### config.mk
export PLATFORM = sky130hd
export DESIGN_NAME = msrv32_reg_writeback
export DESIGN_NICKNAME = d
export VERILOG_FILES = /design/src/rtl/msrv32_reg_writeback.sv
export SDC_FILE = /design/constraint.sdc
export NUM_CORES = 1
export LEC_CHECK = 0
export CAP_MARGIN = 10
export CORE_MARGIN = 5
export CORE_UTILIZATION = 48
export DETAILED_ROUTE_END_ITERATION = 7
export GPL_ROUTABILITY_DRIVEN = 0
export PLACE_DENSITY = 0.87
export SKIP_LAST_GASP = 1
export SLEW_MARGIN = 20
export SYNTH_ARGS = -nofsm -noshare
export SYNTH_HDL_FRONTEND = slang
export SYNTH_SLANG_ARGS = --single-unit
### constraint.sdc
create_clock -name clk_in -period 4.1 [get_ports clk_in]
set_input_delay 0.615 -clock clk_in [delete_from_list [all_inputs] [get_ports clk_in]]
set_output_delay 0.615 -clock clk_in [all_outputs]
set_load 0.05 [all_outputs]
### src/rtl/msrv32_reg_writeback.sv
// msrv32_reg_writeback
// Write-side controller for the integer register file. Merges stage-3
// results (ALU / CSR / PC+4) with load data returning from the data-memory
// interface onto one registered write port, and keeps a scoreboard of
// registers that still wait for load data so hazards can be detected.
module msrv32_reg_writeback #(
  parameter int LQ_DEPTH = 2
) (
  input  logic        clk_in,
  input  logic        reset_in,
  input  logic        s3_valid_in,
  input  logic        s3_wr_en_in,
  input  logic [4:0]  s3_rd_addr_in,
  input  logic [1:0]  s3_wb_sel_in,
  input  logic [31:0] alu_result_in,
  input  logic [31:0] csr_data_in,
  input  logic [31:0] pc_plus4_in,
  input  logic [1:0]  load_size_in,
  input  logic        load_unsigned_in,
  input  logic [1:0]  load_byte_off_in,
  input  logic        ms_rdata_valid_in,
  input  logic [31:0] ms_rdata_in,
  output logic        ms_rdata_ready_out,
  output logic        stall_out,
  input  logic [4:0]  rs_1_addr_in,
  input  logic [4:0]  rs_2_addr_in,
  output logic        rs1_busy_out,
  output logic        rs2_busy_out,
  output logic [4:0]  rd_addr_out,
  output logic        wr_en_out,
  output logic [31:0] rd_out
);

  // Queue index width; one extra wrap bit distinguishes full from empty.
  localparam int IDX_W = (LQ_DEPTH > 1) ? $clog2(LQ_DEPTH) : 1;

  localparam logic [1:0] WB_ALU  = 2'b00;
  localparam logic [1:0] WB_CSR  = 2'b01;
  localparam logic [1:0] WB_PC4  = 2'b10;
  localparam logic [1:0] WB_LOAD = 2'b11;

  localparam logic [1:0] SZ_BYTE = 2'b00;
  localparam logic [1:0] SZ_HALF = 2'b01;

  // Advance a wrap-bit pointer; handles depths that are not powers of two.
  function automatic logic [IDX_W:0] f_ptr_inc(input logic [IDX_W:0] ptr);
    logic [IDX_W:0] nxt;
    if (ptr[IDX_W-1:0] == IDX_W'(LQ_DEPTH - 1)) begin
      nxt = {~ptr[IDX_W], {IDX_W{1'b0}}};
    end else begin
      nxt = {ptr[IDX_W], ptr[IDX_W-1:0] + IDX_W'(1)};
    end
    return nxt;
  endfunction

  // Select and extend the addressed bytes of a raw load word.
  function automatic logic [31:0] f_load_extract(
    input logic [31:0] word,
    input logic [1:0]  size,
    input logic        uns,
    input logic [1:0]  off
  );
    logic [7:0]  b;
    logic [15:0] h;
    logic [31:0] res;
    b = word[{off, 3'b000} +: 8];
    h = off[1] ? word[31:16] : word[15:0];
    case (size)
      SZ_BYTE: res = uns ? {24'h000000, b} : {{24{b[7]}}, b};
      SZ_HALF: res = uns ? {16'h0000, h} : {{16{h[15]}}, h};
      default: res = word;
    endcase
    return res;
  endfunction

  // Pending-load queue storage and pointers
  logic [4:0]     r_lq_rd   [LQ_DEPTH];
  logic [1:0]     r_lq_size [LQ_DEPTH];
  logic           r_lq_uns  [LQ_DEPTH];
  logic [1:0]     r_lq_off  [LQ_DEPTH];
  logic [IDX_W:0] r_wr_ptr;
  logic [IDX_W:0] r_rd_ptr;

  // Scoreboard: bit set while a load to that register is outstanding
  logic [31:0] r_busy;

  // Registered register-file write port
  logic        r_wr_en;
  logic [4:0]  r_rd_addr;
  logic [31:0] r_rd;

  logic        w_write;
  logic        w_is_load;
  logic        w_empty;
  logic        w_full;
  logic        w_rd_busy;
  logic        w_stall;
  logic        w_nonload_go;
  logic        w_push;
  logic        w_ready;
  logic        w_pop;
  logic [4:0]  w_head_rd;
  logic [31:0] w_s3_result;
  logic [31:0] w_load_value;
  logic [31:0] w_busy_nxt;

  assign w_write   = s3_valid_in & s3_wr_en_in;
  assign w_is_load = (s3_wb_sel_in == WB_LOAD);
  assign w_empty   = (r_wr_ptr == r_rd_ptr);
  assign w_full    = (r_wr_ptr[IDX_W-1:0] == r_rd_ptr[IDX_W-1:0]) &&
                     (r_wr_ptr[IDX_W] != r_rd_ptr[IDX_W]);
  assign w_head_rd = r_lq_rd[r_rd_ptr[IDX_W-1:0]];

  // Hazard/stall decision and port arbitration (non-load results win)
  always_comb begin
    w_rd_busy    = 1'b0;
    w_stall      = 1'b0;
    w_nonload_go = 1'b0;
    w_push       = 1'b0;
    if (s3_rd_addr_in != 5'd0) begin
      w_rd_busy = r_busy[s3_rd_addr_in];
    end else begin
      w_rd_busy = 1'b0;
    end
    if (w_write && w_is_load) begin
      w_stall = w_full | w_rd_busy;
      w_push  = ~w_stall;
    end else if (w_write) begin
      w_stall      = w_rd_busy;
      w_nonload_go = ~w_stall;
    end else begin
      w_stall = 1'b0;
    end
    w_ready = ~w_empty & ~w_nonload_go;
    w_pop   = ms_rdata_valid_in & w_ready;
  end

  // Stage-3 result source selection
  always_comb begin
    w_s3_result = 32'h0000_0000;
    case (s3_wb_sel_in)
      WB_ALU:  w_s3_result = alu_result_in;
      WB_CSR:  w_s3_result = csr_data_in;
      WB_PC4:  w_s3_result = pc_plus4_in;
      default: w_s3_result = 32'h0000_0000;
    endcase
  end

  assign w_load_value = f_load_extract(ms_rdata_in,
                                       r_lq_size[r_rd_ptr[IDX_W-1:0]],
                                       r_lq_uns[r_rd_ptr[IDX_W-1:0]],
                                       r_lq_off[r_rd_ptr[IDX_W-1:0]]);

  // Next scoreboard: retire the accepted head, then mark a newly queued load
  always_comb begin
    w_busy_nxt = r_busy;
    if (w_pop) begin
      w_busy_nxt[w_head_rd] = 1'b0;
    end else begin
      w_busy_nxt = r_busy;
    end
    if (w_push && (s3_rd_addr_in != 5'd0)) begin
      w_busy_nxt[s3_rd_addr_in] = 1'b1;
    end else begin
      w_busy_nxt[0] = 1'b0;
    end
    w_busy_nxt[0] = 1'b0;
  end

  // Queue pointers, entry storage and scoreboard state
  always_ff @(posedge clk_in or posedge reset_in) begin
    if (reset_in) begin
      r_wr_ptr <= '0;
      r_rd_ptr <= '0;
      r_busy   <= 32'h0000_0000;
      for (int i = 0; i < LQ_DEPTH; i++) begin
        r_lq_rd[i]   <= 5'd0;
        r_lq_size[i] <= 2'b00;
        r_lq_uns[i]  <= 1'b0;
        r_lq_off[i]  <= 2'b00;
      end
    end else begin
      r_busy <= w_busy_nxt;
      if (w_push) begin
        r_lq_rd[r_wr_ptr[IDX_W-1:0]]   <= s3_rd_addr_in;
        r_lq_size[r_wr_ptr[IDX_W-1:0]] <= load_size_in;
        r_lq_uns[r_wr_ptr[IDX_W-1:0]]  <= load_unsigned_in;
        r_lq_off[r_wr_ptr[IDX_W-1:0]]  <= load_byte_off_in;
        r_wr_ptr <= f_ptr_inc(r_wr_ptr);
      end
      if (w_pop) begin
        r_rd_ptr <= f_ptr_inc(r_rd_ptr);
      end
    end
  end

  // Register-file write port: one write per cycle, stage-3 result first
  always_ff @(posedge clk_in or posedge reset_in) begin
    if (reset_in) begin
      r_wr_en   <= 1'b0;
      r_rd_addr <= 5'd0;
      r_rd      <= 32'h0000_0000;
    end else if (w_nonload_go) begin
      r_wr_en   <= (s3_rd_addr_in != 5'd0);
      r_rd_addr <= s3_rd_addr_in;
      r_rd      <= w_s3_result;
    end else if (w_pop) begin
      r_wr_en   <= (w_head_rd != 5'd0);
      r_rd_addr <= w_head_rd;
      r_rd      <= w_load_value;
    end else begin
      r_wr_en   <= 1'b0;
    end
  end

  assign stall_out          = w_stall;
  assign ms_rdata_ready_out = w_ready;
  assign rs1_busy_out       = r_busy[rs_1_addr_in];
  assign rs2_busy_out       = r_busy[rs_2_addr_in];
  assign wr_en_out          = r_wr_en;
  assign rd_addr_out        = r_rd_addr;
  assign rd_out             = r_rd;

endmodule

==> impl_results.md <==
- CP endpoint kind: primary output
- Die W: 127 um
- CTS buffer count: 9
- Rows: 42
- Post-synth ARST share: 100%
- Synthesized area per cell: 9.97 um2
- Later-pin clock latency in the skew report: 0.34 ns
- Core area: 0.0133 mm2
- Vias in the first global route: 6,933
- Initial antenna violation count: 0
- Achievable Freq: 251 MHz
- Worst vdd ir: 0.435 mV
- Max Slew Vio Count: 0
- Startpoint types: primary input
- Pwr Density: 686 mW/mm2
- First-pass GRT wire length: 37,200 um
- TritonCTS clock tree: done
- Antenna Cells: 0
- DR pass1 iterations: 5
- Largest net degree at the start of global routing: 44
- EDFF count, synth: 0
- HPWL after DPL: 17,800 um
- Synth unique cells: 49
- Initial DRC count: 611
- CP Class: in2out
- Min Tclk post-route: 3.98 ns
- Setup-failing EPs final: 0
- Vias: 6,653
- Worst-Margin Slew: 0.852 ns
- Via density per instance: 6.56
- Final Non-Filler Cells: 1,014
- Total track usage: 28.8%
- Fin nets: 989
- CTS Root Buffer Type: clkbuf_16
- Sequential cell area fraction in the yosys report: 35.5%
- Die height: 127 um
- Syn Std Cell Area: 0.00656 mm2
- Initial core utilization: 49.2%
- Mapped Cells: 658
- Overflow after GRT: 0
- Clock Tree Buf Depth: 2
- Post-synth top flop: dfrtp_1
- Synth Warn #: 0
- Utilization after layout: 68.1%
- Io pins: 197
- Die area: 0.0161 mm2
- Syn_nets: 813
- Max Cap Viol: 0
- CTS H-tree depth: 3
- Routed wire length: 23,300 um
- CTS sink cnt: 93
- #FFs+latches synth: 93
- Clock Skew: 0.00957 ns
- P_leak: 3.69 nW
- Routed WL per cell: 22.9 um
- Outcome: finished clean
- Hold Crit Class: reg2reg
- Final Hold Vio Count: 0
- I/O Buffers: 196
- Crit-path max FO: 3
- CTS clk-pin slew, worst paths: 0.06 ns
- Area grow syn2layout: 38.6%
- Antenna viol nets, final: 0
- Remaining DRCs: 0
- Worst R2R Setup Slack: 0.85 ns
- Cells after DPL: 999
- Critical Path AT: 3.37 ns
- Crit path required time: 3.48 ns
- Period Utilization, post-route: 97.2%
- Share of post-route cells with drive strength above 1: 15.2%
- Rel. slew slack: 43.0%
==> flip-flops by register name, summed over array words and instances (netlist names) <==
signal	cells
r_lq_rd	10
rd_addr_out	5
r_lq_uns	2
r_rd_ptr	2
r_lq_size	4
r_busy	31
r_wr_ptr	2
wr_en_out	1
r_lq_off	4
rd_out	32
==> per-stage QoR <==
stage / instance area [um2] / setup TNS (ns) / hold slack [ns] / worst slack [ns] / power [mW]
3_5_place_dp: 8760 / 0 / 0.476 / 0.0329 / 5.25
5_1_grt: 9090 / -0.00106 / 0.503 / -0.00106 / 6.54
2_1_floorplan: 6560 / 0 / 0.460 / 0.309 / 4.04
4_1_cts: 9090 / 0 / 0.488 / 0.0840 / 6.19
3_3_place_gp: 8760 / 0 / 0.476 / 0.121 / 5.12
6_report: 9090 / 0 / 0.485 / 0.117 / 6.24
==> report_power, final <==
group / switching (mW) / internal (mW) / total (mW)
Sequential: 0.321 / 1.31 / 1.63
Combinational: 2.24 / 1.43 / 3.67
Clock: 0.344 / 0.593 / 0.937
Total: 2.90 / 3.34 / 6.24
==> final cells by class <==
class                      count  area (um2)
timing repair buffer         226        2190
clock buffer                  11         233
clock inverter                 4        97.6
inverter                      17        65.1
sequential                    93        2330
tap                          176         220
multi-input combinational    487        3960
fill                        1019        4250
==> synth_stat cells, types with 2 or more instances <==
cell type / number / area [um2]
a311o_1: 14 / 140
nor3b_1: 4 / 30.0
o31ai_1: 2 / 15.0
a22oi_1: 15 / 113
inv_1: 17 / 63.8
mux4_2: 20 / 450
nor2_1: 47 / 176
a21oi_1: 38 / 190
a31oi_1: 10 / 62.6
clkbuf_1: 52 / 195
a32o_1: 23 / 230
o21ai_0: 28 / 140
mux2_2: 48 / 541
buf_1: 4 / 15.0
o2bb2ai_1: 19 / 166
or2_2: 2 / 12.5
mux2i_1: 77 / 771
nor4_1: 4 / 25.0
o221ai_1: 9 / 78.8
dfrtp_1: 93 / 2330
nor2b_1: 4 / 25.0
a311oi_1: 7 / 61.3
a32oi_1: 4 / 35.0
nand2_1: 43 / 161
and2_1: 2 / 12.5
nand3_1: 6 / 30.0
o311ai_0: 7 / 61.3
and3_1: 2 / 12.5
a2bb2oi_1: 3 / 26.3
nor3_2: 2 / 20.0
xor2_1: 5 / 43.8
or3_1: 4 / 25.0
buf_2: 5 / 25.0
and3b_1: 3 / 26.3
o211ai_1: 5 / 37.5
nor3_1: 9 / 45.0
nand4_1: 9 / 56.3
==> critical path, stage by stage <==
cell,delay [ns]
clkdlybuf4s50_1,0.58
mux4_2,0.53
mux2_2,0.29
and3_1,0.23
or4b_4,0.59
nor3_4,0.21
nor2_1,0.10
buf_4,0.20
==> per-layer routing <==
layer / global-route usage, % / vias to the layer above / wire length [um]
met4: 12.6 / 0 / 956
met5: 0 / - / 0
met1: 32.9 / 3186 / 8100
met2: 51.8 / 474 / 12000
li1: - / 2902 / -
met3: 6.05 / 91 / 2150
==> cell families after synthesis <==
logic type	count (synthesis)	synth area share, %
xor+xnor	6	0.801
compound gates	189	21.3
flops	93	35.5
mux	145	26.8
simple gates	147	11.1
buf+inv	78	4.56
==> layout by cell type (no fill, tap or decap), types with 3 or more instances in the layout <==
cell,Yosys,layout
mux2i_1,77,77
a311oi_1,7,7
and3b_1,3,3
xor2_1,5,5
mux2_2,48,48
clkdlybuf4s50_1,0,191
a311o_1,14,14
o211ai_1,5,5
a21oi_1,38,38
nor2_1,47,47
a32o_1,23,23
a32oi_1,4,4
mux4_2,20,20
nand3_1,6,6
a22oi_1,15,15
bufinv_16,0,3
clkbuf_16,0,9
o2bb2ai_1,19,19
nand2_1,43,43
o21ai_0,28,28
o221ai_1,9,9
buf_4,0,32
dfrtp_1,93,93
or3_1,4,4
nand4_1,9,9
nor4_1,4,4
a2bb2oi_1,3,3
nor3b_1,4,4
nor3_1,9,9
a31oi_1,10,10
inv_1,17,16
o311ai_0,7,7
==> path summary, 6_finish.rpt <==
check,startpoint,end,cells past startpoint
min in group asynchronous,reset_in,r_lq_uns[0],2
hold / removal,r_rd_ptr[1],r_rd_ptr[1],1
setup reg to reg,r_busy[9],r_lq_rd[6],8
setup / recovery,s3_rd_addr_in[1],ms_rdata_ready_out,8
max in group asynchronous,reset_in,rd_out[1],3
hold reg to reg,r_rd_ptr[1],r_rd_ptr[1],1
==> what timing repair did <==
action,CTS,global route
endpoints found under the setup margin,0,1
hold buffers,0,0
gates resized for setup,0,2
setup buffers,0,0
hold endpoints to repair,0,0
Note: power is estimated with default switching activity, not from simulation.
